### src/rtl/vga_timing_pkg.sv
// vga_timing_pkg
//   Shared raster-timing constants: default 640x480@60 timing, coordinate
//   width (also used by the clock-digit overlay renderer) and small helpers
//   for deriving line/frame totals and sync pin levels.
package vga_timing_pkg;

    localparam int COORD_W = 11;

    // 640x480@60 from a 50 MHz system clock (25 MHz pixels).
    localparam int   DEF_CLK_DIV  = 2;
    localparam int   DEF_H_ACT    = 640;
    localparam int   DEF_H_FP     = 16;
    localparam int   DEF_H_SYNC   = 96;
    localparam int   DEF_H_BP     = 48;
    localparam int   DEF_V_ACT    = 480;
    localparam int   DEF_V_FP     = 10;
    localparam int   DEF_V_SYNC   = 2;
    localparam int   DEF_V_BP     = 33;
    localparam logic DEF_SYNC_POL = 1'b0;

    function automatic int axis_total(input int act, input int fp,
                                      input int sync_w, input int bp);
        return act + fp + sync_w + bp;
    endfunction

    // Pin level for a sync output: the asserted level is pol, idle is ~pol.
    function automatic logic sync_level(input logic on, input logic pol);
        return on ? pol : ~pol;
    endfunction

endpackage

### src/rtl/vga_axis_counter.sv
// vga_axis_counter
//   One raster axis (horizontal pixels or vertical lines). Counts 0..TOTAL-1
//   on each step and reports where the count sits inside the axis timing.
//
//   clk      in   system clock
//   rst_n    in   asynchronous active-low reset
//   clr      in   synchronous clear back to 0 (dominates step)
//   step     in   advance by one position
//   cnt      out  current position, 0..TOTAL-1
//   wrap     out  step taken while at TOTAL-1 (combinational)
//   sync_on  out  cnt inside [SYNC_START, SYNC_START+SYNC_LEN-1]
//   act_on   out  cnt < ACT
module vga_axis_counter
    import vga_timing_pkg::*;
#(
    parameter int TOTAL      = 800,
    parameter int SYNC_START = 656,
    parameter int SYNC_LEN   = 96,
    parameter int ACT        = 640
) (
    input  logic               clk,
    input  logic               rst_n,
    input  logic               clr,
    input  logic               step,
    output logic [COORD_W-1:0] cnt,
    output logic               wrap,
    output logic               sync_on,
    output logic               act_on
);

    localparam logic [COORD_W-1:0] LAST    = COORD_W'(TOTAL - 1);
    localparam logic [COORD_W-1:0] SYNC_LO = COORD_W'(SYNC_START);
    localparam logic [COORD_W-1:0] SYNC_HI = COORD_W'(SYNC_START + SYNC_LEN - 1);
    localparam logic [COORD_W-1:0] ACT_LIM = COORD_W'(ACT);

    logic at_last;

    assign at_last = (cnt == LAST);

    always_ff @(posedge clk or negedge rst_n) begin
        if (!rst_n) begin
            cnt <= '0;
        end else if (clr) begin
            cnt <= '0;
        end else if (step) begin
            cnt <= at_last ? '0 : cnt + COORD_W'(1);
        end
    end

    assign wrap    = step && at_last;
    assign sync_on = (cnt >= SYNC_LO) && (cnt <= SYNC_HI);
    assign act_on  = (cnt < ACT_LIM);

endmodule

### src/rtl/vga_timing_gen.sv
// vga_timing_gen
//   VGA raster timing generator. A fixed integer divider turns the system
//   clock into a pixel tick; two axis counters track column and line. Every
//   output is taken from one register stage fed by the same counter state,
//   so coordinates, syncs and active always describe the same pixel and lag
//   the counters by one clk.
//
//   clk          in   system clock, rising edge
//   rst_n        in   asynchronous active-low reset
//   en           in   run enable; low holds everything in the reset state
//   h_sinc       out  horizontal sync (level SYNC_POL while asserted)
//   v_sinc       out  vertical sync (level SYNC_POL while asserted)
//   active       out  pixel inside the visible area
//   px_x, px_y   out  current column / line
//   pix_tick     out  one-clk strobe per pixel period (last clk of the pixel)
//   line_start   out  pix_tick of column 0
//   frame_start  out  pix_tick of column 0, line 0
module vga_timing_gen
    import vga_timing_pkg::*;
#(
    parameter int   CLK_DIV  = DEF_CLK_DIV,
    parameter int   H_ACT    = DEF_H_ACT,
    parameter int   H_FP     = DEF_H_FP,
    parameter int   H_SYNC   = DEF_H_SYNC,
    parameter int   H_BP     = DEF_H_BP,
    parameter int   V_ACT    = DEF_V_ACT,
    parameter int   V_FP     = DEF_V_FP,
    parameter int   V_SYNC   = DEF_V_SYNC,
    parameter int   V_BP     = DEF_V_BP,
    parameter logic SYNC_POL = DEF_SYNC_POL
) (
    input  logic               clk,
    input  logic               rst_n,
    input  logic               en,
    output logic               h_sinc,
    output logic               v_sinc,
    output logic               active,
    output logic [COORD_W-1:0] px_x,
    output logic [COORD_W-1:0] px_y,
    output logic               pix_tick,
    output logic               line_start,
    output logic               frame_start
);

    localparam int H_TOT = axis_total(H_ACT, H_FP, H_SYNC, H_BP);
    localparam int V_TOT = axis_total(V_ACT, V_FP, V_SYNC, V_BP);

    // Keep the divider at least one bit wide so CLK_DIV==1 still elaborates;
    // in that case div_cnt stays at 0 and tick follows en.
    localparam int                DIV_W    = (CLK_DIV > 1) ? $clog2(CLK_DIV) : 1;
    localparam logic [DIV_W-1:0]  DIV_LAST = DIV_W'(CLK_DIV - 1);

    logic [DIV_W-1:0]   div_cnt;
    logic               tick;

    logic [COORD_W-1:0] h_cnt;
    logic               h_wrap;
    logic               h_sync_on;
    logic               h_act_on;

    logic [COORD_W-1:0] v_cnt;
    logic               v_wrap;
    logic               v_sync_on;
    logic               v_act_on;

    // Set while the next tick is pixel (0,0): after reset/disable and after
    // the last pixel of a frame.
    logic               frame_head;

    assign tick = en && (div_cnt == DIV_LAST);

    always_ff @(posedge clk or negedge rst_n) begin
        if (!rst_n) begin
            div_cnt <= '0;
        end else if (!en || tick) begin
            div_cnt <= '0;
        end else begin
            div_cnt <= div_cnt + DIV_W'(1);
        end
    end

    vga_axis_counter #(
        .TOTAL      (H_TOT),
        .SYNC_START (H_ACT + H_FP),
        .SYNC_LEN   (H_SYNC),
        .ACT        (H_ACT)
    ) u_h_axis (
        .clk     (clk),
        .rst_n   (rst_n),
        .clr     (!en),
        .step    (tick),
        .cnt     (h_cnt),
        .wrap    (h_wrap),
        .sync_on (h_sync_on),
        .act_on  (h_act_on)
    );

    vga_axis_counter #(
        .TOTAL      (V_TOT),
        .SYNC_START (V_ACT + V_FP),
        .SYNC_LEN   (V_SYNC),
        .ACT        (V_ACT)
    ) u_v_axis (
        .clk     (clk),
        .rst_n   (rst_n),
        .clr     (!en),
        .step    (h_wrap),
        .cnt     (v_cnt),
        .wrap    (v_wrap),
        .sync_on (v_sync_on),
        .act_on  (v_act_on)
    );

    always_ff @(posedge clk or negedge rst_n) begin
        if (!rst_n) begin
            frame_head <= 1'b1;
        end else if (!en || v_wrap) begin
            frame_head <= 1'b1;
        end else if (tick) begin
            frame_head <= 1'b0;
        end
    end

    // Output stage: sampled from the pre-increment counter state, so every
    // field refers to the pixel the counters hold during this clk.
    always_ff @(posedge clk or negedge rst_n) begin
        if (!rst_n) begin
            h_sinc      <= ~SYNC_POL;
            v_sinc      <= ~SYNC_POL;
            active      <= 1'b0;
            px_x        <= '0;
            px_y        <= '0;
            pix_tick    <= 1'b0;
            line_start  <= 1'b0;
            frame_start <= 1'b0;
        end else if (!en) begin
            h_sinc      <= ~SYNC_POL;
            v_sinc      <= ~SYNC_POL;
            active      <= 1'b0;
            px_x        <= '0;
            px_y        <= '0;
            pix_tick    <= 1'b0;
            line_start  <= 1'b0;
            frame_start <= 1'b0;
        end else begin
            h_sinc      <= sync_level(h_sync_on, SYNC_POL);
            v_sinc      <= sync_level(v_sync_on, SYNC_POL);
            active      <= h_act_on && v_act_on;
            px_x        <= h_cnt;
            px_y        <= v_cnt;
            pix_tick    <= tick;
            line_start  <= tick && (h_cnt == '0);
            frame_start <= tick && frame_head;
        end
    end

endmodule
### config.mk
export PLATFORM = sky130hd
export DESIGN_NAME = vga_timing_gen
export DESIGN_NICKNAME = d
export VERILOG_FILES = /design/src/rtl/vga_timing_pkg.sv /design/src/rtl/vga_axis_counter.sv /design/src/rtl/vga_timing_gen.sv
export SDC_FILE = /design/constraint.sdc
export NUM_CORES = 1
export LEC_CHECK = 0
export ABC_CLOCK_PERIOD_IN_PS = 1600
export CAP_MARGIN = 0
export CORE_UTILIZATION = 49
export CTS_CLUSTER_SIZE = 28
export DETAILED_ROUTE_END_ITERATION = 8
export HOLD_SLACK_MARGIN = 0.08
export PLACE_DENSITY_LB_ADDON = 0.2
export SYNTH_ARGS = -nofsm -noshare
export SYNTH_HDL_FRONTEND = slang
export SYNTH_SLANG_ARGS = --single-unit
### constraint.sdc
create_clock -name clk -period 1.6 [get_ports clk]
set_input_delay 0.4 -clock clk [delete_from_list [all_inputs] [get_ports clk]]
set_output_delay 0.4 -clock clk [all_outputs]
set_load 0.005 [all_outputs]
==> key figures, run 1 <==
Placed design
  • DP Wirelength: 4217 um
  • IO Port Bufs: 30
  • Inst Count DP: 375
  • Routability congestion estimate: 0.9181

Final layout
  • Commonest cells after routing, fill and taps aside: buf_4 (67), dfrtp_1 (49), clkdlybuf4s50_1 (22)
  • N_diodes: 0
  • Ratio of cells with drive above 1 in the final layout: 37.50%
  • # fillers: 317
  • P&R area growth vs syn: 49.36%
  • Final core utilization: 76.45%
  • Most common cell after layout, fill and taps aside: buf_4
  • Multi-input logic area: 1199 sq um
  • FF+latch area: 1305 sq um
  • Finished Layout Cells: 395
  • Nets@finish: 334

Die
  • Die area: 5253 sq um
  • Rows: 25
  • Initial core utilization: 51.18%
  • Io pins: 31
  • Core area: 4755 sq um
  • Die W: 72.48 um
  • Die Y: 72.48 um

STA
  • Clock skew: 0.01243 ns
  • Fin crit share: 116.9%
  • Min Tclk post-route: 1.870 ns
  • Max Slew Vio Count: 0
  • Worst slew margin: 69.90%
  • Fmax: 534.9 MHz
  • RSZ-0062 raised after global routing: true
  • Worst slew pin tran: 0.4494 ns
  • Final-report hold violation count: 0
  • Final setup vio count: 20
  • Setup WS post-layout: -0.2697 ns

Clock tree
  • Clk buf depth: 2
  • H-tree depth: 2
  • Root buffer cell: clkbuf_8
  • Clk_lat worst skew: 0.31 ns
  • Sink Count: 52
  • Clock-pin transition on the worst setup and hold timing paths: 0.10 ns
  • Cts bufs inserted: 5
  • TritonCTS clock tree: built

GRT
  • Pin count of the biggest net entering global routing: 53
  • Vias in the first global route: 1,992
  • Total track usage: 25.61%
  • Antenna violations before repair: 0
  • Total gr overflow: 0
  • First-pass GRT wire length: 9984 um

Setup path
  • Startpoint types: register
  • Crit-path max FO: 4
  • Crit Path Class: reg2reg
  • R2R Setup Slk: -0.27 ns
  • Critical Path AT: 2.08 ns
  • Nature of the critical path endpoint: register
  • Worst Path Required: 1.81 ns

Drt
  • Post-route DRC: 0
  • DR vias/cell: 5.332
  • Post-route antenna net violation count: 0
  • Initial DRC count: 156
  • Routed WL: 6218 um
  • Total number of vias: 2,106
  • DRT Pass-1 Iters: 4
  • WL/cell: 15.74 um

Synthesis
  • Syn_area_per_cell: 10.63 sq um
  • Unique cell type count in the Yosys netlist: 51
  • Flip-flop and latch count after synthesis: 52
  • Synth warnings: 0
  • Ys flop type: dfrtp_1
  • Post-synthesis cell count: 229
  • Post-synth EDFFs: 0
  • Post-synth ARST share: 100.0%
  • Part of the Yosys area used for sequential elements: 53.62%
  • Post-Syn Area: 2434 sq um
  • Syn Nets: 236

Outcome
  • Failing checks: setup timing
  • Outcome: complete, but fails checks

Min path
  • Hold crit path type: reg2reg

Power and ir drop
  • Lkg Pwr: 1.737 nW
  • Cell Pwr Density: 695.8 nW/um^2
  • Max VDD drop: 0.7329 mV

Job
  • Max_cap viols: 0
## stage by stage
step                      instance area [sq um]  hold WS [ns]  setup TNS (ns)  setup slack (ns)  total power (W)
after floorplan                            2447        0.1044         -0.5090          -0.09157         0.001469
after global placement                     3214        0.4115          -4.747           -0.3650         0.001597
after detailed placement                   3214        0.4148          -5.638           -0.4446         0.001601
after CTS                                  3545        0.5330          -2.376           -0.2024         0.002544
after global routing                       3635        0.5545          -4.231           -0.3225         0.002630
final                                      3635        0.5222          -3.037           -0.2697         0.002529
## final timing paths
kind | from | end | cells after the start
max in group asynchronous | rst_n | frame_head | 3
min reg2reg | frame_head | frame_head | 2
min | frame_head | frame_head | 2
max reg2reg | u_h_axis.cnt[7] | u_v_axis.cnt[4] | 5
min in group asynchronous | rst_n | u_h_axis.cnt[9] | 3
max | u_h_axis.cnt[7] | u_v_axis.cnt[4] | 5
## synth_stat cells (3+ instances only)
cell type  count  area, sq um
dfrtp_1       49         1226
nor2_1        19        71.32
and2_1        16        100.1
nand2_1       16        60.06
inv_1         13        48.80
nand3_1        9        45.04
o21ai_0        8        40.04
a21oi_1        7        35.03
and3_1         5        31.28
nand4_1        5        31.28
xor2_1         5        43.79
a31oi_1        4        25.02
ha_1           4        50.05
nor4_1         4        25.02
o311ai_0       4        35.03
a22o_1         3        26.28
a41oi_1        3        26.28
clkbuf_1       3        11.26
dfstp_2        3        78.83
nor3_1         3        15.01
o211ai_1       3        22.52
o21a_1         3        22.52
## flip-flops by register name, indices dropped and copies added, names as in the netlist
| register | flops |
|---|---|
| px_x | 11 |
| px_y | 11 |
| u_h_axis.cnt | 11 |
| u_v_axis.cnt | 11 |
| active | 1 |
| div_cnt | 1 |
| frame_head | 1 |
| frame_start | 1 |
| h_sinc | 1 |
| line_start | 1 |
| pix_tick | 1 |
| v_sinc | 1 |
## layer usage
| layer | vias up | wire [um] | GRT usage [%] |
|---|---|---|---|
| met5 | - | 0 | 0 |
| met4 | 0 | 88 | 7.407 |
| met3 | 8 | 313 | 5.139 |
| met2 | 69 | 2924 | 39.77 |
| met1 | 1015 | 2892 | 36.52 |
| li1 | 1014 | - | - |
## report_power, final
part / switching (W) / internal, W / leakage [nW]
Clock: 0.000455 / 0.000472 / 0.0548
Sequential: 0.0000125 / 0.00134 / 0.708
Combinational: 0.000132 / 0.000118 / 0.974
## final cells by class
cell class | count | share of cell area (%)
multi-input cells | 152 | 32.98
clock buffers | 5 | 1.893
repair buffers | 103 | 24.30
inverters | 13 | 1.343
flip-flops and latches | 52 | 35.90
well taps | 67 | 2.306
clock inverters | 3 | 1.274
## kinds of logic after synthesis
group                    count (synthesis)  synth area share (%)
adder cells (fa/ha/maj)                  4                 2.057
buffers and inverters                   25                 5.398
XOR/XNOR                                 5                 1.799
AND/OR/NAND/NOR                         97                 22.88
multiplexers                             1                0.4627
AO/OA/AOI/OAI                           45                 13.78
flip-flops                              52                 53.63
## worst max-delay path, stage by stage (launching register included)
cell and delay (ns):
dfrtp_1 0.41, or4_4 0.58, o41ai_4 0.34, buf_4 0.20, o311ai_2 0.11, o21a_1 0.13
## repair_timing
action	4_1_cts	5_1_grt
buffers inserted	7	6
hold endpoints to repair	36	0
endpoints found under the setup margin	22	27
pin swaps	12	9
hold buffers	1	0
gates resized for setup	40	18
Power figures use the tool's default switching activity.
==> run 2, diff against run 1 <==
--- a/config.mk
+++ b/config.mk
@@ -5,9 +5,9 @@
 export SDC_FILE = /design/constraint.sdc
 export NUM_CORES = 1
 export LEC_CHECK = 0
-export ABC_CLOCK_PERIOD_IN_PS = 1600
+export ABC_CLOCK_PERIOD_IN_PS = 1900
 export CAP_MARGIN = 0
-export CORE_UTILIZATION = 49
+export CORE_UTILIZATION = 55
 export CTS_CLUSTER_SIZE = 28
 export DETAILED_ROUTE_END_ITERATION = 8
 export HOLD_SLACK_MARGIN = 0.08
==> constraint.sdc (replaced) <==
create_clock -name clk -period 1.9 [get_ports clk]
set_input_delay 0.57 -clock clk [delete_from_list [all_inputs] [get_ports clk]]
set_output_delay 0.57 -clock clk [all_outputs]
set_load 0.005 [all_outputs]
==> key figures, run 2 (synthesized netlist as in run 1, its figures left out) <==
Clock tree
  • Cts bufs inserted: 5 (unchanged)
  • Root buffer cell: clkbuf_8
  • TritonCTS clock tree: built
  • Clock-pin transition on the worst setup and hold timing paths: 0.09 ns (about the same)
  • Clk_lat worst skew: 0.31 ns (about the same)
  • Clk buf depth: 2 (unchanged)
  • Post-CTS Setup Bufs: 0 (-7)
  • Sink Count: 52 (unchanged)
  • Hold buffers post-CTS: 0 (-1)
  • H-tree depth: 2 (unchanged)

STA
  • Fin crit share: 94.51%
  • Post-Route Setup TNS: 0 ns (+3.037 ns)
  • Max Slew Vio Count: 0 (unchanged)
  • Final setup vio count: 0 (-100%)
  • Worst slew pin tran: 0.4318 ns (-0.01760 ns)
  • Fmax: 556.9 MHz
  • Final-report hold violation count: 0 (unchanged)
  • RSZ-0062 raised after global routing: false
  • Worst slew margin: 70.81% (+0.91 points)
  • Clock skew: 0.005024 ns (-0.007407 ns)
  • Min Tclk post-route: 1.796 ns

Setup path
  • Worst reg2reg path startpoint: u_h_axis.cnt[1]
  • Critical-path top delay cell: clkdlybuf4s50_1
  • Crit Path Class: in2reg
  • Crit-path max cell delay: 0.56 ns (-0.02 ns)
  • CP Buf/Inv Count: 2 (+1)
  • Crit-path max FO: 6 (+2)
  • Terminus of the critical flop-to-flop path: u_h_axis.cnt[3]
  • CP cell instances: clkdlybuf4s50_1, inv_1, nor2_1, o211ai_1, or4_1
  • Critical Path AT: 2.03 ns (-0.05 ns)
  • Cell family with most CP delay: buffers and inverters
  • Reg2reg path depth: 7 (+2)
  • R2R Setup Slk: 0.12 ns (+0.39 ns)
  • Worst Path Required: 2.13 ns (+0.32 ns)
  • Startpoint types: input pin
  • Nature of the critical path endpoint: register
  • Critical Path Stages: 5 (unchanged)

Placed design
  • Placed cell areas: 2954 sq um (-8.1%)
  • Routability congestion estimate: 0.9223 (+0.46%)
  • IO Port Bufs: 30 (unchanged)
  • Inst Count DP: 328 (-13%)
  • DP Wirelength: 3691 um (-12%)

Power and ir drop
  • Max VDD drop: 0.4462 mV (-39%)
  • Cell Pwr Density: 689.2 nW/um^2 (-0.96%)
  • Lkg Pwr: 1.422 nW (-18%)

Die
  • Die Y: 68.52 um (-5.5%)
  • Io pins: 31 (unchanged)
  • Initial core utilization: 59.14% (+8.0 points)
  • Die area: 4695 sq um (-11%)
  • Die W: 68.52 um (-5.5%)
  • Rows: 23 (-8.0%)
  • Core area: 4115 sq um (-13%)

Final layout
  • Nets@finish: 292 (-13%)
  • FF+latch area: 1305 sq um (unchanged)
  • Finished Layout Cells: 336 (-15%)
  • Commonest cells after routing, fill and taps aside: dfrtp_1 (49), buf_4 (30), clkdlybuf4s50_1 (27)
  • N_diodes: 0 (unchanged)
  • Finished Cell Area: 3110 sq um (-14%)
  • # fillers: 297 (-6.3%)
  • P&R area growth vs syn: 27.81%
  • Ratio of cells with drive above 1 in the final layout: 20.63% (-17 points)
  • Most common cell after layout, fill and taps aside: dfrtp_1
  • Multi-input logic area: 1026 sq um (-14%)

GRT
  • Vias in the first global route: 1,908 (-4.2%)
  • First-pass GRT wire length: 9094 um (-8.9%)
  • Total track usage: 26.88% (+1.3 points)
  • Total gr overflow: 0 (unchanged)
  • Antenna violations before repair: 0 (unchanged)
  • Pin count of the biggest net entering global routing: 53 (unchanged)

Drt
  • Post-route antenna net violation count: 0 (unchanged)
  • Initial DRC count: 185 (+19%)
  • Post-route DRC: 0 (unchanged)
  • DR vias/cell: 5.839 (+9.5%)
  • Total number of vias: 1,962 (-6.8%)
  • DRT Pass-1 Iters: 4 (unchanged)
  • WL/cell: 16.01 um (+1.7%)
  • Routed WL: 5379 um (-13%)

Min path
  • Hold crit path type: in2async

Job
  • Max_cap viols: 0 (unchanged)

Outcome
  • Outcome: complete, no violations
==> run 2: cell count changes in the layout (fill, tap and decap cells not counted), moves of 4 or more <==
cell / delta
a21oi_2: -4
dlymetal6s2s_1: -4
inv_2: -5
buf_6: -4
a21oi_1: +4
clkdlybuf4s50_1: +5
o21ai_1: -5
inv_1: +5
o21ai_0: +5
buf_4: -37
==> run 2: worst max-delay path by stage <==
stage | start | endpoint | slack (ns)
after floorplan | u_h_axis.cnt[0] | u_v_axis.cnt[3] | 0.18
after global placement | en | u_v_axis.cnt[4] | -0.21
after detailed placement | en | u_v_axis.cnt[4] | -0.26
after CTS | h_sinc | h_sinc | 0.002
after global routing | u_h_axis.cnt[1] | u_h_axis.cnt[5] | 0.005
final | en | v_sinc | 0.10
==> run 2: area by class of cell <==
cell class	instances	area share [%]
Tap cell	50	2.011
Multi-Input combinational cell	152	32.98
Timing Repair Buffer	61	17.42
Sequential cell	52	41.95
Inverter	13	1.569
Clock inverter	1	0.9654
Clock buffer	7	3.097
==> run 2: layer usage <==
layer	GRT usage, %	routed length, um
met4	11.20	86
met3	5.263	347
met5	0	0
met1	38.14	2499
met2	40.07	2446
==> run 2: where the power goes <==
part           total [W]  switching, W  internal [W]
clock           0.000838      0.000373      0.000465
combinational   0.000156     0.0000844     0.0000712
sequential       0.00115     0.0000221       0.00113
total            0.00214      0.000479       0.00166
==> run 2: worst reg2reg max path, stage by stage (launching register included) <==
cell     delay (ns)
dfrtp_1        0.43
ha_1           0.23
and3_2         0.29
buf_4          0.17
a31oi_1        0.14
buf_4          0.19
a21oi_1        0.08
o21ai_0        0.17
==> run 2: metrics by stage <==
stage / setup WS, ns / hold WS (ns) / utilization (%) / total power (W)
2_1_floorplan: 0.1821 / 0.2744 / - / 0.001236
3_3_place_gp: -0.2127 / 0.5112 / 71.78 / 0.001321
3_5_place_dp: -0.2600 / 0.5169 / 71.78 / 0.001326
4_1_cts: 0.002291 / 0.2496 / 74.83 / 0.002141
5_1_grt: 0.004727 / 0.2571 / 75.59 / 0.002207
6_report: 0.1043 / 0.2374 / 75.59 / 0.002144
==> run 2: timing repair <==
| action | CTS | global route |
|---|---|---|
| resized for setup | 1 | 9 |
| pin swaps | 0 | 0 |
| setup endpoints to repair | 1 | 6 |
==> run 3, diff against run 2 <==
--- a/config.mk
+++ b/config.mk
@@ -8,7 +8,7 @@
 export ABC_CLOCK_PERIOD_IN_PS = 1900
 export CAP_MARGIN = 0
 export CORE_UTILIZATION = 55
-export CTS_CLUSTER_SIZE = 28
+export CTS_CLUSTER_SIZE = 8
 export DETAILED_ROUTE_END_ITERATION = 8
 export HOLD_SLACK_MARGIN = 0.08
 export PLACE_DENSITY_LB_ADDON = 0.2
==> results of run 3 <==
The final DEF is identical to that of run 2; final timing and power are the same.
